**config.mk**
```make
export PLATFORM = sky130hd
export DESIGN_NAME = src_mod_arbiter
export DESIGN_NICKNAME = d
export VERILOG_FILES = /design/src/rtl/src_mod_arbiter.sv
export SDC_FILE = /design/constraint.sdc
export NUM_CORES = 1
export LEC_CHECK = 0
export CAP_MARGIN = 20
export CORE_AREA = 2 2 158 160
export CTS_BUF_LIST = sky130_fd_sc_hd__clkbuf_16
export CTS_CLUSTER_DIAMETER = 30
export DETAILED_ROUTE_END_ITERATION = 8
export DIE_AREA = 0 0 160 162
export GPL_TIMING_DRIVEN = 0
export HOLD_SLACK_MARGIN = 0.12
export SLEW_MARGIN = 10
export SYNTH_ARGS = -nofsm -noshare
export SYNTH_HDL_FRONTEND = slang
export SYNTH_SLANG_ARGS = --single-unit
```
**constraint.sdc**
```tcl
create_clock -name clk -period 5.9 [get_ports clk]
set_clock_uncertainty 0.1 [all_clocks]
set_input_delay 1.18 -clock clk [delete_from_list [all_inputs] [get_ports clk]]
set_output_delay 1.18 -clock clk [all_outputs]
set_load 0.01 [all_outputs]
```
**src/rtl/src_mod_arbiter.sv**
```systemverilog
// Two-requester arbiter with burst locking and a single output register stage.
// Each granted beat has its source modifier (neg/abs on lane sign bits) applied before it is registered.
module src_mod_arbiter #(
    parameter int TAG_W = 4
) (
    input  logic             clk,
    input  logic             rst,
    input  logic             r0_valid,
    output logic             r0_ready,
    input  logic [127:0]     r0_data,
    input  logic             r0_neg,
    input  logic             r0_abs,
    input  logic             r0_last,
    input  logic [TAG_W-1:0] r0_tag,
    input  logic             r1_valid,
    output logic             r1_ready,
    input  logic [127:0]     r1_data,
    input  logic             r1_neg,
    input  logic             r1_abs,
    input  logic             r1_last,
    input  logic [TAG_W-1:0] r1_tag,
    input  logic             flush,
    output logic             out_valid,
    input  logic             out_ready,
    output logic [127:0]     out_data,
    output logic [TAG_W-1:0] out_tag,
    output logic             out_src
);

    localparam logic [1:0] IDLE  = 2'd0;
    localparam logic [1:0] LOCK0 = 2'd1;
    localparam logic [1:0] LOCK1 = 2'd2;

    logic [1:0]       state;
    logic             rr_last;
    logic             vld_p0;
    logic [127:0]     data_p0;
    logic [TAG_W-1:0] tag_p0;
    logic             src_p0;

    logic             load_en;
    logic             gnt_vld;
    logic             gnt_sel;
    logic             accept;
    logic [127:0]     sel_data;
    logic             sel_neg;
    logic             sel_abs;
    logic             sel_last;
    logic [TAG_W-1:0] sel_tag;

    // abs clears the sign bit, neg flips it; both or neither leave the lane untouched
    function automatic logic [127:0] apply_mod(input logic [127:0] d, input logic neg, input logic abs);
        logic [127:0] r;
        r = d;
        for (int i = 0; i < 4; i++) begin
            if (abs && !neg)
                r[32*i+31] = 1'b0;
            else if (neg && !abs)
                r[32*i+31] = ~d[32*i+31];
        end
        return r;
    endfunction

    always_comb begin
        gnt_vld = 1'b0;
        gnt_sel = 1'b0;
        case (state)
            LOCK0: begin
                gnt_vld = r0_valid;
                gnt_sel = 1'b0;
            end
            LOCK1: begin
                gnt_vld = r1_valid;
                gnt_sel = 1'b1;
            end
            default: begin
                gnt_vld = r0_valid | r1_valid;
                gnt_sel = (r0_valid && r1_valid) ? ~rr_last : r1_valid;
            end
        endcase
    end

    assign load_en  = !vld_p0 || out_ready;
    assign accept   = gnt_vld && load_en && !flush && !rst;
    assign r0_ready = accept && !gnt_sel;
    assign r1_ready = accept && gnt_sel;

    assign sel_data = gnt_sel ? r1_data : r0_data;
    assign sel_neg  = gnt_sel ? r1_neg  : r0_neg;
    assign sel_abs  = gnt_sel ? r1_abs  : r0_abs;
    assign sel_last = gnt_sel ? r1_last : r0_last;
    assign sel_tag  = gnt_sel ? r1_tag  : r0_tag;

    // Stage p0: output register, loaded whenever the slot is empty or being drained
    always_ff @(posedge clk or posedge rst) begin
        if (rst) begin
            vld_p0  <= 1'b0;
            data_p0 <= '0;
            tag_p0  <= '0;
            src_p0  <= 1'b0;
            state   <= IDLE;
            rr_last <= 1'b1;
        end else if (flush) begin
            vld_p0 <= 1'b0;
            state  <= IDLE;
        end else if (load_en) begin
            vld_p0 <= accept;
            if (accept) begin
                data_p0 <= apply_mod(sel_data, sel_neg, sel_abs);
                tag_p0  <= sel_tag;
                src_p0  <= gnt_sel;
                rr_last <= gnt_sel;
                state   <= sel_last ? IDLE : (gnt_sel ? LOCK1 : LOCK0);
            end
        end
    end

    assign out_valid = vld_p0;
    assign out_data  = data_p0;
    assign out_tag   = tag_p0;
    assign out_src   = src_p0;

endmodule

```
Yosys cells after proc, flatten, opt, wreduce, memory -nomap -nowiden. Index checks and enable logic that the tools add are counted.

Flip-flop bits (word level): 137.

Equal/unequal tests: 2. Mux-type cells: 23. Bitwise gates (word level): 7. Reductions and logical operators: 19.

Operators with widths (count): $mux W128 (1); $mux W1 (14); $mux W2 (5); $logic_and A1 B1 Y1 (8); $logic_not A1 Y1 (6); $not A1 Y1 (6); $mux W4 (1); $pmux W1 S2 (2); $reduce_bool A2 Y1 (2); $reduce_and A3 Y1 (1); $eq A2 B1 Y1 const B (1); $eq A2 B2 Y1 const B (1); $reduce_and A2 Y1 (1); $logic_or A1 B1 Y1 (1); $or A1 B1 Y1 (1).

Longest topological paths before layout. Gate-level depths: netlist of run 1.

Word-level depth: 8. Mapped depth: 9. Depth with buffers taken out: 6.

Least setup slack after synthesis of run 1. No wires, ideal clock.

Path kind: input-to-output. Start point: input r1_valid. End point: output r1_ready. Arrival time: 2.359 ns. Data required time: 4.620 ns. Slack: 2.261 ns. Stages on the path: 6. Path through: o21ai_1 > a2111o_1 > buf_6 > buf_6 > buf_2 > nor2_1.

Longest elaborated chain between the ends: 6.

RTL lines: start, declared (line 15) `input logic r1_valid,`; $or A1 B1 Y1 (line 77) `gnt_vld = r0_valid | r1_valid;`; $pmux W1 S2 (line 67) `case (state)`; $logic_and A1 B1 Y1 (3 in series) (line 84) `assign accept = gnt_vld && load_en && !flush && !rst;`; $logic_and A1 B1 Y1 (*) (line 86) `assign r1_ready = accept && gnt_sel;`; end, declared (line 16) `output logic r1_ready,`.

Mark *: on every way between the ends. The rest lies on a longest branch, timed or not.

Worst setup path in the final report of run 1.
Start point: input r0_valid. End point: output r0_ready.

Longest elaborated chain between the ends: 6.

RTL lines: start, declared (line 8) `input logic r0_valid,`; $or A1 B1 Y1 (line 77); $pmux W1 S2 (line 67); $logic_and A1 B1 Y1 (3 in series) (line 84); $logic_and A1 B1 Y1 (*) (line 85) `assign r0_ready = accept && !gnt_sel;`; end, declared (line 9) `output logic r0_ready,`.

Marks and branches as above.

==> results of run 1 <==
## power by group through the flow
stage	clock network [W]	logic [W]	registers [W]
after floorplan	0	0.000435	0.00146
after global placement	0	0.00143	0.00134
after detailed placement	0	0.00144	0.00135
after CTS	0.00109	0.00144	0.00134
after global routing	0.00113	0.00153	0.00137
final	0.00106	0.00141	0.00133
## metrics by stage
stage | worst slack, ps | TNS, ps | total power (W) | hold WS [ps] | cells
after floorplan | 953.8 | 0 | 0.001896 | 410.0 | 628
after global placement | -1314 | -177190 | 0.002766 | 359.8 | 1359
after detailed placement | 942.3 | 0 | 0.002787 | 364.2 | 1360
after CTS | 943.3 | 0 | 0.003863 | 379.5 | 1392
after global routing | 848.4 | 0 | 0.004027 | 406.4 | 1392
final | 1002 | 0 | 0.003800 | 373.8 | 1392
## cell usage in the layout (no fill, tap or decap), types with 2 or more instances in the layout
cell type,synthesis,routed
nor3b_1,8,8
o21ai_2,6,6
clkbuf_1,16,16
clkbuf_16,0,17
xnor2_1,8,8
mux2_2,4,4
bufinv_16,0,2
nand2_1,134,134
o21a_1,2,2
inv_1,4,6
nor2b_1,2,2
a21oi_1,8,8
dfrtp_1,136,136
buf_6,16,16
o21ai_1,61,61
o21ai_0,68,68
mux2i_1,128,128
inv_6,0,4
clkdlybuf4s50_1,0,407
ha_1,2,2
clkinvlp_4,0,5
buf_2,15,15
## cells by family (layout without fill, tap and decap cells)
logic type	count (synthesis)	count (layout)	share of synthesized area [%]
buffers and inverters	52	492	5.132
xor gates and xnor gates	8	8	1.064
AOI/OAI and AO/OA	150	150	12.18
DFF	137	137	52.10
adders and majority gates	2	2	0.3801
and+or+nand+nor	147	147	8.991
muxes	132	132	20.15
## metal layers
metal	share of wire, %	up-vias
li1	-	3021
met1	41	2871
met2	50	253
met3	7.3	30
met4	2.0	2
met5	0.049	-
## sequential cells by signal, summed over array words and instances (netlist names)
name,flops
out_data,128
out_tag,4
state,2
out_valid,1
rr_last,1
out_src,1
## synth_stat cells, types with 4 or more instances
| cell type | n |
|---|---|
| a21oi_1 | 8 |
| o21ai_1 | 61 |
| nand2_1 | 134 |
| xnor2_1 | 8 |
| nor3b_1 | 8 |
| mux2i_1 | 128 |
| clkbuf_1 | 16 |
| inv_1 | 4 |
| o21ai_0 | 68 |
| buf_2 | 15 |
| mux2_2 | 4 |
| dfrtp_1 | 136 |
| o21ai_2 | 6 |
| buf_6 | 16 |
## worst paths after layout
path,slack [ps],endpoint,from,cells after the start
worst max-delay path,1000,r0_ready,r0_valid,9
worst min-delay path,370,out_data[127]$_DFFE_PP0P_,out_data[127]$_DFFE_PP0P_,2
worst max register to register,3390,out_data[44]$_DFFE_PP0P_,state[0]$_DFFE_PP0P_,9
worst min register to register,370,out_data[127]$_DFFE_PP0P_,out_data[127]$_DFFE_PP0P_,2
max in group asynchronous,3760,out_data[69]$_DFFE_PP0P_,rst,3
min in group asynchronous,1160,out_data[15]$_DFFE_PP0P_,rst,2
## final cells by class
type	count	area share, %
Timing Repair Buffer	408	35.13
Sequential cell	137	29.38
Multi-Input combinational cell	439	24.11
Clock buffer	17	3.644
Tap cell	324	3.472
Buffer	48	2.765
Clock inverter	15	1.307
Inverter	4	0.1929
## worst register-to-register path, cell delays in order, from the launching register on
cell and delay, ps:
dfrtp_1 350, inv_1 60, ha_1 330, nor2b_1 60, a31oi_1 130, buf_2 340, buf_4 270, buf_2 320
mux2i_1 330, o21ai_1 100
==> reports/results.ini, run 1 <==
[die]
core_area_sq_um = 24110
rows = 57
start_util_pct = 27.31
ioPinCount = 412
die_area_sq_um = 25920
die_h_um = 162
die_width_um = 160

[critical_path]
worst_ep_arrival_time_ps = 3620
worstPathCellList = clkdlybuf4s50_1, nand2_1, a31oi_1, buf_2, buf_4, buf_2, nand2_1, inv_1, clkdlybuf4s50_1
critical_path_required_ps = 4620
endpoint_kind = output pin
path_class = input pin to output pin
crit_family = buffers and inverters
crit_slowest_cell = clkdlybuf4s50_1
crit_buf_inv = 6
start_kind = input pin
max_stage_delay_ps = 570
critical_path.max_fanout = 10

[route]
antenna_left = 0
wire_per_inst_um = 17.66
drt-pass1-iter-count = 4
via_per_inst = 4.438
drtIter0Drc = 218
num_vias = 6177
detail_route.wirelength_um = 24580
drcViolationCount = 0

[sta]
finalCriticalPeriod_ps = 4898
drv_slew = 0
min_period_over_period_pct = 83.01
relSlewSlack_pct = 62.52
finalHoldViolations = 0
setup_viol = 0
rsz0062_at_grt = false
fmax_mhz = 204.2
tightest_slew_ps = 561.2

[global_routing]
grt-busiest-layer = met2
grtUsageMet2_pct = 32.94
grt_max_degree = 91
grtUsageTotal_pct = 18.83
grt_overflow = 0
grt_pass1_vias = 6389
grt.met3_usage_pct = 6.027
antenna_found_initial = 1
grt_pass1_wl_um = 37340
grt_use_met1_pct = 22.16

[pwr]
powerDensity_nw_per_um2 = 325.5
clkPwrFrac_pct = 27.8
seq_power_share_pct = 35.1
power_frac_comb_pct = 37.2
leakagePower_nw = 5.317
p_int_w = 0.002625
peakVddDrop_mv = 0.1452
switchingPower_w = 0.001175
p_sw_share_pct = 30.93

[final_layout]
final-seq-area_sq_um = 3430
stdcell_area_sq_um = 11670
fin_util_pct = 48.43
final_nets = 1333
layout-drive-gt1-share_pct = 7.022
multiInputGateArea_sq_um = 2815
syn_to_final_growth_pct = 77.36
fillers = 2352
antennaDiodeCount = 0

[clock_network]
numCtsBuffers = 17
cts_tree = yes
clock_sinks = 137
clk_pin_slew_worst_paths_ps = 60
cts_setup_buffers = 0
clockRootBuffer = clkbuf_16
cts_max_path_buffers = 2
ctsHoldBuffers = 0
htreeDepth = 4
clk-insertion-delay-late_ps = 410
cts-resized-gates = 0

[synthesis]
post_synth_num_cell_types = 27
synthArstFlopShare_pct = 100.0
syn_inst = 628
synth_area_leaders = dfrtp_1, mux2i_1, nand2_1, o21ai_0, o21ai_1
synth_seq_cells = 137
yosys.area.top_type = dfrtp_1
yosysSeqAreaShare_pct = 52.10
yosysTopAreaCellShare_pct = 51.70
synth_flop_cell = dfrtp_1
yosys_warnings = 0
synthesis.area_sq_um = 6583
synth.avg_cell_area_sq_um = 10.48
synth_edf_count = 0
syn_nets = 906

[place]
gp_congestion = 0.7742
dpl.hpwl_um = 19350
portBuffers = 407
placed_cell_area_sq_um = 11100

[flow_run]
max-cap-violations = 0

[status]
run_status = finished, final reports clean

[worst_hold_path]
hold_path_class = flop to flop

No activity file was read; power rests on OpenSTA's default activity.
==> inputs of run 2 (changes only) <==
CORE_AREA = 2 2 160 162   (was 2 2 158 160)
DIE_AREA = 0 0 162 164   (was 0 0 160 162)
clock period = 4.4 ns   (was 5.9 ns; I/O delays follow)
==> reports/results.ini, run 2 (synthesized netlist as in run 1, its figures left out) <==
[sta]
rsz0062_at_grt = false
tightest_slew_ps = 582.3
setup_ws_ps = 340.5
setup_viol = 0
finalHoldViolations = 0
fmax_mhz = 246.3
drv_slew = 0
finalCriticalPeriod_ps = 4060
relSlewSlack_pct = 61.11
min_period_over_period_pct = 92.26

[clock_network]
cts_max_path_buffers = 2
ctsHoldBuffers = 0
clock_sinks = 137
numCtsBuffers = 17
clk-insertion-delay-late_ps = 410
clk_pin_slew_worst_paths_ps = 60
cts_tree = yes
htreeDepth = 4
clockRootBuffer = clkbuf_16

[pwr]
powerDensity_nw_per_um2 = 435.5
peakVddDrop_mv = 0.2184
leakagePower_nw = 5.348

[die]
rows = 58
die_width_um = 162
ioPinCount = 412
die_h_um = 164
start_util_pct = 26.52
die_area_sq_um = 26570
core_area_sq_um = 24820

[global_routing]
grt_pass1_vias = 6163
grt_max_degree = 34
antenna_found_initial = 0
grt_pass1_wl_um = 36890
grtUsageTotal_pct = 18.35
grt_overflow = 0

[place]
placed_cell_area_sq_um = 11150
place_ws_ps = -37.32
portBuffers = 407
gp_congestion = 0.7719
dpl.hpwl_um = 19680
dp_cells = 1369

[final_layout]
final_nets = 1335
final-seq-area_sq_um = 3430
final_cell_mix = clkdlybuf4s50_1, dfrtp_1, nand2_1
syn_to_final_growth_pct = 78.24
final_cell_count_no_fill = 1400
stdcell_area_sq_um = 11730
fin_util_pct = 47.27
largest_register_ffs = 128
final_common_cell = clkdlybuf4s50_1
antennaDiodeCount = 0
multiInputGateArea_sq_um = 2816
layout-drive-gt1-share_pct = 7.290
fillers = 2444

[critical_path]
critical_path.max_fanout = 19
worst_ep_arrival_time_ps = 3080
endpoint_kind = output pin
crit_slowest_cell = clkdlybuf4s50_1
critical_path_required_ps = 3420
path_class = input pin to output pin
max_stage_delay_ps = 570
start_kind = input pin
worstPathCellList = clkdlybuf4s50_1, nand2_1, a31oi_1, buf_4, buf_4, nand2_1, inv_1, clkdlybuf4s50_1

[route]
antenna_left = 0
detail_route.wirelength_um = 24820
drtIter0Drc = 212
drt-pass1-iter-count = 4
via_per_inst = 4.427
num_vias = 6198
wire_per_inst_um = 17.73
drcViolationCount = 0

[worst_hold_path]
hold_path_class = flop to flop

[status]
run_status = finished, final reports clean

[flow_run]
max-cap-violations = 0

[run 2: worst paths after layout]
check | start | to | slack [ps] | cells past startpoint
setup / recovery | r0_valid | r0_ready | 340 | 8
hold / removal | out_data[13]$_DFFE_PP0P_ | out_data[13]$_DFFE_PP0P_ | 380 | 2
setup reg to reg | state[0]$_DFFE_PP0P_ | out_data[40]$_DFFE_PP0P_ | 1750 | 9
hold reg to reg | out_data[13]$_DFFE_PP0P_ | out_data[13]$_DFFE_PP0P_ | 380 | 2
max in group asynchronous | rst | out_data[76]$_DFFE_PP0P_ | 2570 | 4
min in group asynchronous | rst | out_src$_DFFE_PP0P_ | 850 | 2
[run 2: layout make-up]
| cell class | count | share of cell area, % |
|---|---|---|
| clock inverter | 15 | 1.301 |
| multi-input combinational | 439 | 24.01 |
| sequential | 137 | 29.23 |
| timing repair buffer | 411 | 35.43 |
| tap | 330 | 3.519 |
| buffer | 47 | 2.730 |
| inverter | 4 | 0.1600 |
| clock buffer | 17 | 3.626 |
[run 2: worst max-delay path, delay by kind of cell]
| family | cells | cell delay [ps] |
|---|---|---|
| AND/OR/NAND/NOR | 2 | 240 |
| AO/OA/AOI/OAI | 1 | 180 |
| buffers and inverters | 5 | 1760 |
[run 2: metrics by stage]
stage / hold WS [ps] / setup TNS [ps] / power, W
6_report: 375.6 / 0 / 0.005109
5_1_grt: 397.9 / 0 / 0.005404
4_1_cts: 379.4 / 0 / 0.005189
3_5_place_dp: 364.0 / -37.32 / 0.003739
3_3_place_gp: 359.9 / -27.99 / 0.003711
2_1_floorplan: 410.0 / 0 / 0.002542
[run 2: metal layers]
metal / up-vias / track usage, % / part of all wire [%]
li1: 3036 / - / -
met1: 2908 / 22.30 / 41
met2: 240 / 31.70 / 50
met3: 14 / 6.212 / 8.0
met4: 0 / 3.821 / 0.90
met5: - / 0 / 0
[run 2: what timing repair did]
action	CTS	global route
setup endpoints to repair	1	2
gates resized for setup	1	2
pin swaps	0	1
buffers inserted	0	0
[run 2: where the power goes]
group	leakage, nW	internal (W)	total, W	switching [W]
clock	0.273	0.000835	0.00142	0.000589
combinational	3.37	0.00108	0.00190	0.000814
sequential	1.71	0.00160	0.00179	0.000183
==> inputs of run 3 (changes only) <==
HOLD_SLACK_MARGIN = unset   (was 0.12)
==> results of run 3 <==
The final DEF is identical to that of run 2; final timing and power are the same.
